[src/rtl/param_div_unit.sv]
// Multi-cycle radix-2 non-restoring divider for DIV/DIVU/REM/REMU with zero-divide and overflow bypass.
// Optional last-result cache enabled by defining DIV_RESULT_CACHE_EN.
module param_div_unit #(
  parameter int WIDTH = 32
) (
  input  logic             clk_i,
  input  logic             rst_n_i,
  input  logic             clk_en_i,
  input  logic             kill_i,
  input  logic             valid_i,
  output logic             ready_o,
  input  logic [1:0]       operation_i,
  input  logic [WIDTH-1:0] dividend_i,
  input  logic [WIDTH-1:0] divisor_i,
  output logic             valid_o,
  input  logic             ready_i,
  output logic [WIDTH-1:0] result_o,
  output logic             zero_divide_o
);

  localparam int CW = $clog2(WIDTH);
  localparam logic [WIDTH-1:0] MOST_NEG = {1'b1, {(WIDTH-1){1'b0}}};

  typedef enum logic [1:0] {IDLE, DIVIDE, CORRECT, DONE} state_e;

  state_e           state_q, state_d;
  logic [CW-1:0]    cnt_q;
  logic [1:0]       op_q;
  logic             dvd_neg_q, quo_neg_q, zd_q;
  logic [WIDTH-1:0] div_q, quo_q, res_q;
  logic [WIDTH+1:0] rem_q;

  logic             is_signed, is_rem, dvd_neg, dsr_neg, div_zero, sgn_ovf, cache_hit;
  logic [WIDTH-1:0] dvd_mag, dsr_mag, accept_res, cache_res;
  logic [WIDTH+1:0] shifted, rem_next;
  logic [WIDTH-1:0] rem_mag, q_final, r_final, correct_res;

  assign is_signed = ~operation_i[0];
  assign is_rem    = operation_i[1];
  assign dvd_neg   = is_signed & dividend_i[WIDTH-1];
  assign dsr_neg   = is_signed & divisor_i[WIDTH-1];
  assign dvd_mag   = dvd_neg ? -dividend_i : dividend_i;
  assign dsr_mag   = dsr_neg ? -divisor_i : divisor_i;
  assign div_zero  = (divisor_i == '0);
  assign sgn_ovf   = is_signed && (dividend_i == MOST_NEG) && (&divisor_i);

  // One non-restoring step: add when the partial remainder is negative, subtract otherwise.
  assign shifted  = {rem_q[WIDTH:0], quo_q[WIDTH-1]};
  assign rem_next = rem_q[WIDTH+1] ? shifted + {2'b00, div_q} : shifted - {2'b00, div_q};

  assign rem_mag     = rem_q[WIDTH+1] ? rem_q[WIDTH-1:0] + div_q : rem_q[WIDTH-1:0];
  assign q_final     = quo_neg_q ? -quo_q : quo_q;
  assign r_final     = dvd_neg_q ? -rem_mag : rem_mag;
  assign correct_res = op_q[1] ? r_final : q_final;

`ifdef DIV_RESULT_CACHE_EN
  logic             cache_vld_q, cache_sgn_q;
  logic [WIDTH-1:0] cache_dvd_q, cache_dsr_q, cache_quo_q, cache_rem_q;
  logic [WIDTH-1:0] req_dvd_q, req_dsr_q;

  assign cache_hit = cache_vld_q && (cache_sgn_q == is_signed) &&
                     (cache_dvd_q == dividend_i) && (cache_dsr_q == divisor_i);
  assign cache_res = is_rem ? cache_rem_q : cache_quo_q;

  // Only results that finished the iterative path are remembered; any kill drops the entry.
  always_ff @(posedge clk_i or negedge rst_n_i) begin
    if (!rst_n_i) begin
      cache_vld_q <= 1'b0;
      cache_sgn_q <= 1'b0;
      cache_dvd_q <= '0;
      cache_dsr_q <= '0;
      cache_quo_q <= '0;
      cache_rem_q <= '0;
      req_dvd_q   <= '0;
      req_dsr_q   <= '0;
    end else if (clk_en_i) begin
      if (kill_i) begin
        cache_vld_q <= 1'b0;
      end else begin
        if (state_q == IDLE && valid_i) begin
          req_dvd_q <= dividend_i;
          req_dsr_q <= divisor_i;
        end
        if (state_q == CORRECT) begin
          cache_vld_q <= 1'b1;
          cache_sgn_q <= ~op_q[0];
          cache_dvd_q <= req_dvd_q;
          cache_dsr_q <= req_dsr_q;
          cache_quo_q <= q_final;
          cache_rem_q <= r_final;
        end
      end
    end
  end
`else
  assign cache_hit = 1'b0;
  assign cache_res = '0;
`endif

  always_comb begin
    accept_res = cache_res;
    if (div_zero)     accept_res = is_rem ? dividend_i : '1;
    else if (sgn_ovf) accept_res = is_rem ? '0 : MOST_NEG;
  end

  always_ff @(posedge clk_i or negedge rst_n_i) begin
    if (!rst_n_i)      state_q <= IDLE;
    else if (clk_en_i) state_q <= state_d;
  end

  always_comb begin
    state_d = state_q;
    case (state_q)
      IDLE:    if (valid_i) state_d = (div_zero || sgn_ovf || cache_hit) ? DONE : DIVIDE;
      DIVIDE:  if (cnt_q == CW'(WIDTH-1)) state_d = CORRECT;
      CORRECT: state_d = DONE;
      DONE:    if (ready_i) state_d = IDLE;
      default: state_d = IDLE;
    endcase
    if (kill_i) state_d = IDLE;
  end

  always_comb begin
    ready_o       = (state_q == IDLE);
    valid_o       = (state_q == DONE);
    result_o      = (state_q == DONE) ? res_q : '0;
    zero_divide_o = (state_q == DONE) & zd_q;
  end

  // Operands are held as magnitudes; signs are reapplied in CORRECT.
  always_ff @(posedge clk_i or negedge rst_n_i) begin
    if (!rst_n_i) begin
      cnt_q     <= '0;
      op_q      <= '0;
      dvd_neg_q <= 1'b0;
      quo_neg_q <= 1'b0;
      zd_q      <= 1'b0;
      div_q     <= '0;
      quo_q     <= '0;
      rem_q     <= '0;
      res_q     <= '0;
    end else if (clk_en_i) begin
      if (kill_i) begin
        cnt_q <= '0;
      end else begin
        case (state_q)
          IDLE: if (valid_i) begin
            op_q      <= operation_i;
            dvd_neg_q <= dvd_neg;
            quo_neg_q <= dvd_neg ^ dsr_neg;
            zd_q      <= div_zero;
            div_q     <= dsr_mag;
            quo_q     <= dvd_mag;
            rem_q     <= '0;
            cnt_q     <= '0;
            res_q     <= accept_res;
          end
          DIVIDE: begin
            rem_q <= rem_next;
            quo_q <= {quo_q[WIDTH-2:0], ~rem_next[WIDTH+1]};
            cnt_q <= (cnt_q == CW'(WIDTH-1)) ? '0 : cnt_q + 1'b1;
          end
          CORRECT: res_q <= correct_res;
          default: ;
        endcase
      end
    end
  end

endmodule

[config.mk]
export PLATFORM = sky130hd
export DESIGN_NAME = param_div_unit
export DESIGN_NICKNAME = d
export VERILOG_FILES = /design/src/rtl/param_div_unit.sv
export SDC_FILE = /design/constraint.sdc
export NUM_CORES = 1
export LEC_CHECK = 0
export BUFFER_PORTS_ARGS = -buffer_cell sky130_fd_sc_hd__buf_4
export CORE_ASPECT_RATIO = 1.25
export CORE_MARGIN = 4
export CORE_UTILIZATION = 40
export DETAILED_ROUTE_END_ITERATION = 8
export GPL_TIMING_DRIVEN = 0
export SLEW_MARGIN = 20
export SYNTH_ARGS = -nofsm -noshare
export SYNTH_HDL_FRONTEND = slang
export SYNTH_SLANG_ARGS = --single-unit
[constraint.sdc]
create_clock -name clk_i -period 12.8 [get_ports clk_i]
set_clock_uncertainty 0.1 [all_clocks]
set_input_delay 0 -clock clk_i [delete_from_list [all_inputs] [get_ports clk_i]]
set_output_delay 0 -clock clk_i [all_outputs]
set_load 0.01 [all_outputs]
==> impl_metrics.tcl, run 1 <==
set metrics [dict create \
    status "finished, final reports clean" \
    firstDrtPassIters 8 \
    grt_start_max_net_pins 83 \
    layoutNonFillerInstCount 2611 \
    power_frac_comb 0.677 \
    synthDistinctLibCells 93 \
    hold_viol_final 0 \
    synthCells 1915 \
    synth_edf_count 0 \
    r2r_slack_ns 4.93 \
    whs_ns 0.007525 \
    numPortBuffers 104 \
    syn_avg_cell_area_um2 7.499 \
    initial_core_util 0.4051 \
    ys_seq_area_frac 0.2457 \
    clockPowerShare 0.115 \
    synthToLayoutAreaGrowth_pct 19.81 \
    post_cts_resized 0 \
    switching_share 0.5242 \
    cp_top_family "buffers and inverters" \
    htreeDepth 4 \
    hold_start "divisor_i[31]" \
    cellPowerDensity_nw_per_um2 248.8 \
    grt_pass1_wl_mm 83.08 \
    dieArea_um2 39020 \
    switching_power_uw 2244 \
    hold_depth 3 \
    io_pins 107 \
    setup_ws_ns 4.931 \
    root_buffer "clkbuf_16" \
    place_hpwl_mm 43.42 \
    leakage_uw 0.007188 \
    layout_common_cells "nand2_1, o21ai_0, a21oi_1" \
    yosysWarnings 0 \
    vias_per_cell 5.849 \
    ys_seq_elements 141 \
    seqPwrFrac 0.208 \
    synth_async_sr_flop_share 1.000 \
    die_y_um 219.8 \
    avgRoutedWirePerCell_um 20.75 \
    crit_type "flop to flop" \
    synth_fp_nets 2065 \
    dp_cells 2495 \
    drv_cap 0 \
    arrival_ns 8.09 \
    clock-sinks 141 \
    drive_above_1_share 0.08891 \
    synth-main-ff-cell "dfrtp_1" \
    p_int_uw 2037 \
    overflow 0 \
    worstSetupStartpointType "flop" \
    clock_latency_ns 0.45 \
    cts_tree "built" \
    tns_ns 0 \
    required_ns 13.02 \
    cts_buffers 17 \
    hold_path_class "input pin to flop" \
    min_period_ns 7.869 \
    fp.dieW_um 177.5 \
    grtUsageTotal 0.2742 \
    worst_pin_slew_ns 1.024 \
    rsz0062_at_grt "no" \
    r2r-end "quo_q[0]" \
    layout_commonest_cell "nand2_1" \
    min_to "div_q[31]" \
    dr_total_vias 15270 \
    ir_drop_v 0.0001133 \
    placement_rows 77 \
    timing.rr.start "rem_q[33]" \
    slew_violations 0 \
    max_slew_margin 0.3114 \
    netlist_area_um2 14360 \
    crit_chain "clkbuf_1 > clkbuf_1 > clkbuf_1 > buf_1 > buf_1 > clkbuf_1 > a21oi_1 > xnor2_1 > ha_1 > nand4_1 > nor4_1 > o31ai_1 > nand3_1 > a31oi_1 > o2111ai_1 > o21ai_0 > o211ai_1 > mux2i_1 > nand2_1" \
    ant_nets 0 \
    first_global_vias 14920 \
    antenna_found_initial 1 \
    totalPowerFinal_uw 4281 \
    max_freq_mhz 127.1 \
    cts_buffer_depth 2 \
    crit_top_cell "clkbuf_1" \
    end_kind "flop" \
    gp_congestion 0.9327 \
    cp_slowest_cell "buf_1" \
    critPathMaxStageDelay_ns 0.71 \
    drt_wl_total_mm 54.17 \
    nNetsFinal 2275 \
    place_ws_ns 5.042 \
    drc 0 \
    drtIter0Drc 1181 \
    clk_pin_slew_worst_paths_ns 0.06 \
    setup_viol 0 \
    crit_fanout 10 \
    finalCritPeriodShare 0.6148 \
    core_region_area_um2 35450 \
    reg2reg_depth 19 \
    diodes 0 \
    critPathBufInv 6 \
]
==> cells by family (layout without fill, tap and decap cells) <==
group | Yosys count | count (layout) | share of synthesized area
compound gates | 657 | 657 | 0.2897
xor+xnor | 169 | 169 | 0.1031
fa+ha+maj | 78 | 78 | 0.06900
buf+inv | 153 | 375 | 0.04199
flops | 141 | 141 | 0.2457
mux | 20 | 20 | 0.01446
simple gates | 697 | 697 | 0.2361
==> state kept, by name, indices dropped and copies added, names as in the netlist <==
register / cells
rem_q: 34
div_q: 32
quo_q: 32
res_q: 32
cnt_q: 5
state_q: 2
dvd_neg_q: 1
op_q: 1
quo_neg_q: 1
zd_q: 1
==> worst reg2reg max path: cells and delay by family, from the launching register on <==
family	cells	cell delay [ns]
xor+xnor	1	0.16
fa+ha+maj	1	0.39
mux	1	0.53
compound gates	6	1.57
buf+inv	6	3.51
flops	1	0.53
simple gates	4	0.96
==> per-layer routing <==
layer / wire length, um / vias up / global-route usage
met5: 0 / - / 0
met1: 22120 / 7218 / 0.3237
li1: - / 7438 / -
met2: 26680 / 492 / 0.4891
met3: 2483 / 125 / 0.03003
met4: 2890 / 0 / 0.1413
==> how the worst max path moves through the flow <==
stage / start / end / slack [ns] / depth (start not counted)
global placement: rem_q[33] / quo_q[0] / 5.05 / 19
global route: rem_q[33] / quo_q[0] / 4.68 / 19
detailed placement: rem_q[33] / quo_q[0] / 5.04 / 19
finish: rem_q[33] / quo_q[0] / 4.93 / 19
CTS: rem_q[33] / quo_q[0] / 4.99 / 19
floorplan: rem_q[33] / rem_q[20] / 7.99 / 19
==> power groups by stage <==
stage               sequential [uW]  clock, uW  combinational [uW]
finish                          891        493                2900
global route                    915        518                3210
CTS                             883        496                2860
detailed placement              888          0                2820
global placement                886          0                2780
floorplan                       788          0                2150
==> final cells by class <==
class	instances	area [um2]
multi-input combinational	1621	10240
inverter	51	191.4
sequential	141	3528
fill	3584	18250
buffer	102	411.6
tap	474	593.1
clock buffer	19	442.9
clock inverter	12	122.6
timing repair buffer	191	1674
==> timing repair <==
item                      CTS  global route
hold endpoints to repair  230             0
setup buffers               0             0
hold buffers               85             0
==> synth_stat cells (all sizes together), types with 7 or more instances <==
| cell type | number | area share |
|---|---|---|
| nor2 | 161 | 0.042 |
| a211o | 8 | 0.0049 |
| or3 | 26 | 0.011 |
| a21oi | 167 | 0.059 |
| xor2 | 83 | 0.051 |
| o211ai | 19 | 0.010 |
| clkbuf | 84 | 0.022 |
| nand2b | 16 | 0.0070 |
| o21ai | 225 | 0.079 |
| o41ai | 14 | 0.0085 |
| buf | 18 | 0.0067 |
| a31oi | 30 | 0.014 |
| a211oi | 19 | 0.011 |
| and3 | 17 | 0.0074 |
| o31ai | 30 | 0.016 |
| a21boi | 9 | 0.0058 |
| dfrtp | 141 | 0.25 |
| mux2i | 14 | 0.0098 |
| o21a | 12 | 0.0063 |
| nand4 | 27 | 0.012 |
| nor2b | 15 | 0.0065 |
| a221oi | 7 | 0.0043 |
| a21o | 34 | 0.018 |
| or4 | 13 | 0.0071 |
| nand3 | 38 | 0.013 |
| ha | 76 | 0.066 |
| and2 | 48 | 0.021 |
| xnor2 | 86 | 0.052 |
| nor4 | 31 | 0.014 |
| o21bai | 10 | 0.0055 |
| nand2 | 224 | 0.059 |
| nor3 | 48 | 0.017 |
| or2 | 9 | 0.0039 |
| inv | 48 | 0.013 |
==> through the flow <==
stage               instance area, um2  utilization
CTS                              17200       0.4852
floorplan                        14360            -
global route                     17210       0.4853
global placement                 15740       0.4438
finish                           17210       0.4853
detailed placement               15790       0.4453
(Power assumes the default switching activity.)
==> run 2: changes to the inputs <==
==> constraint.sdc (replaced) <==
create_clock -name clk_i -period 6.35 [get_ports clk_i]
set_clock_uncertainty 0.1 [all_clocks]
set_input_delay 0 -clock clk_i [delete_from_list [all_inputs] [get_ports clk_i]]
set_output_delay 0 -clock clk_i [all_outputs]
set_load 0.01 [all_outputs]
==> run 2 against run 1 <==
Via count is 0.16% higher. Routed wire length decreased by 0.43%. Power is 100% higher. Non-clock buffer count fell by 3. Critical path depth shrank 2. Core utilization hardly changed. Cell area barely moved. Sequential power increased by 100%. Final cell count decreased by 0.11%. Die area stayed put. Register-to-register slack worse by 4.6 ns. Worst setup slack got worse by 4.6 ns. Critical path type unchanged. Highest routed layer unchanged.
==> impl_metrics.tcl, run 2 (synthesis gave the netlist of run 1 again) <==
set metrics [dict create \
    worstSetupStartpointType "flop" \
    seqPwrFrac 0.208 \
    layout_common_cells "nand2_1, o21ai_0, a21oi_1" \
    min_period_ns 6.011 \
    critPathBufInv 4 \
    drtIter0Drc 1088 \
    p_int_uw 4107 \
    layout_commonest_cell "nand2_1" \
    wirelength_met1_mm 21.97 \
    drc 0 \
    crit_top_cell "clkbuf_2" \
    dieArea_um2 39020 \
    ant_nets 0 \
    switching_share 0.5236 \
    grtUsageTotal 0.2737 \
    crit_chain "clkbuf_2 > clkbuf_2 > clkbuf_4 > clkbuf_2 > a21oi_1 > xnor2_1 > ha_1 > nand4_1 > nor4_1 > o31ai_1 > nand3_1 > a31oi_1 > o2111ai_1 > o21ai_0 > o211ai_1 > mux2i_1 > nand2_1" \
    grt_start_max_net_pins 83 \
    cp_top_family "buffers and inverters" \
    hold_path_class "input pin to flop" \
    largest_reg_flops 34 \
    finalCritPeriodShare 0.9466 \
    antenna_found_initial 1 \
    diodes 0 \
    grt_pass1_wl_mm 82.99 \
    whs_ns 0.01434 \
    root_buffer "clkbuf_16" \
    critPathMaxStageDelay_ns 0.54 \
    overflow 0 \
    hold_viol_final 0 \
    fp.dieW_um 177.5 \
    numPortBuffers 104 \
    worst_pin_slew_ns 1.010 \
    end_kind "flop" \
    setup_viol 0 \
    gp_congestion 0.9327 \
    cts_buffers 17 \
    fin_util 0.4855 \
    synthToLayoutAreaGrowth_pct 19.86 \
    first_global_vias 14900 \
    cts_tree "built" \
    required_ns 6.57 \
    htreeDepth 4 \
    clock_latency_ns 0.46 \
    placement_rows 77 \
    leakage_uw 0.007206 \
    clock-sinks 141 \
    clockPowerShare 0.116 \
    dr_total_vias 15300 \
    vias_per_cell 5.866 \
    crit_fanout 19 \
    drt_wl_total_mm 53.94 \
    avgRoutedWirePerCell_um 20.68 \
    dr.max_layer_used "met4" \
    dr_wl_met2_mm 26.51 \
    arrival_ns 6.23 \
    clk_pin_slew_worst_paths_ns 0.06 \
    io_pins 107 \
    drive_above_1_share 0.09278 \
    max_slew_margin 0.3214 \
    rsz0062_at_grt "no" \
    power_frac_comb 0.676 \
    cts_setup_buffers 0 \
    firstDrtPassIters 5 \
    cellPowerDensity_nw_per_um2 500.8 \
    crit_type "flop to flop" \
    fillers 3582 \
    place_hpwl_mm 43.42 \
    core_region_area_um2 35450 \
    die_y_um 219.8 \
    largest-register "rem_q" \
    ir_drop_v 0.0002300 \
    status "finished, final reports clean" \
    drv_cap 0 \
    initial_core_util 0.4051 \
    cts_buffer_depth 2 \
    cp_slowest_cell "dfrtp_1" \
    max_freq_mhz 166.4 \
    wl_met3_mm 2.655 \
    switching_power_uw 4513 \
    nNetsFinal 2272 \
    slew_violations 0 \
]
[run 2: final cells by class]
cell class	count	area [um2]	area share
inverters	51	191.4	0.01112
repair buffers	191	1674	0.09726
multi-input cells	1621	10250	0.5954
clock inverters	12	122.6	0.007124
flip-flops and latches	141	3528	0.2050
clock buffers	19	442.9	0.02573
plain buffers	99	411.6	0.02392
well taps	474	593.1	0.03446
[run 2: through the flow]
step / worst slack, ns / total power (uW) / area [um2] / TNS (ns) / std cells
finish: 0.3389 / 8620 / 17210 / 0 / 2608
global placement: -1.404 / 7392 / 15740 / -13.52 / 2493
detailed placement: -1.408 / 7481 / 15790 / -13.33 / 2495
global route: 0.07790 / 9354 / 17210 / 0 / 2608
floorplan: 1.545 / 5927 / 14360 / 0 / 1915
CTS: 0.1053 / 8553 / 17210 / 0 / 2609
[run 2: power by group through the flow]
stage	combinational [uW]	sequential (uW)	clock [uW]
2_1_floorplan	4340	1590	0
3_3_place_gp	5610	1790	0
3_5_place_dp	5690	1790	0
4_1_cts	5770	1780	1000
5_1_grt	6470	1840	1040
6_report	5830	1800	996
[run 2: worst paths after layout]
check                         startpoint         to  slack [ns]  cells past startpoint
max                            rem_q[33]   quo_q[0]        0.34                     17
min                        divisor_i[31]  div_q[31]        0.01                      3
max reg2reg                    rem_q[33]   quo_q[0]        0.34                     17
min reg2reg                     res_q[3]   res_q[3]        0.38                      2
max in group asynchronous        rst_n_i   quo_q[6]        4.18                      4
min in group asynchronous        rst_n_i  quo_q[18]        0.49                      3
[run 2: metal layers]
metal / GRT usage / up-vias
met1: 0.3225 / 7233
met4: 0.1390 / 0
met3: 0.03294 / 114
li1: - / 7434
met2: 0.4877 / 517
met5: 0 / -
[run 2: repair_timing]
item                                    CTS  global route
resized for setup                         7             1
hold endpoints to repair                230             0
pin swaps                                 0             0
hold buffers                             85             0
endpoints found under the setup margin   22             1
[run 2: worst register-to-register path, stage by stage (launching register included)]
cell and delay [ns]:
dfrtp_1 0.54, clkbuf_2 0.49, clkbuf_2 0.39, clkbuf_4 0.43
clkbuf_2 0.39, a21oi_1 0.10, xnor2_1 0.14, ha_1 0.38
nand4_1 0.19, nor4_1 0.44, o31ai_1 0.21, nand3_1 0.26
a31oi_1 0.19, o2111ai_1 0.36, o21ai_0 0.25, o211ai_1 0.41
mux2i_1 0.51, nand2_1 0.09
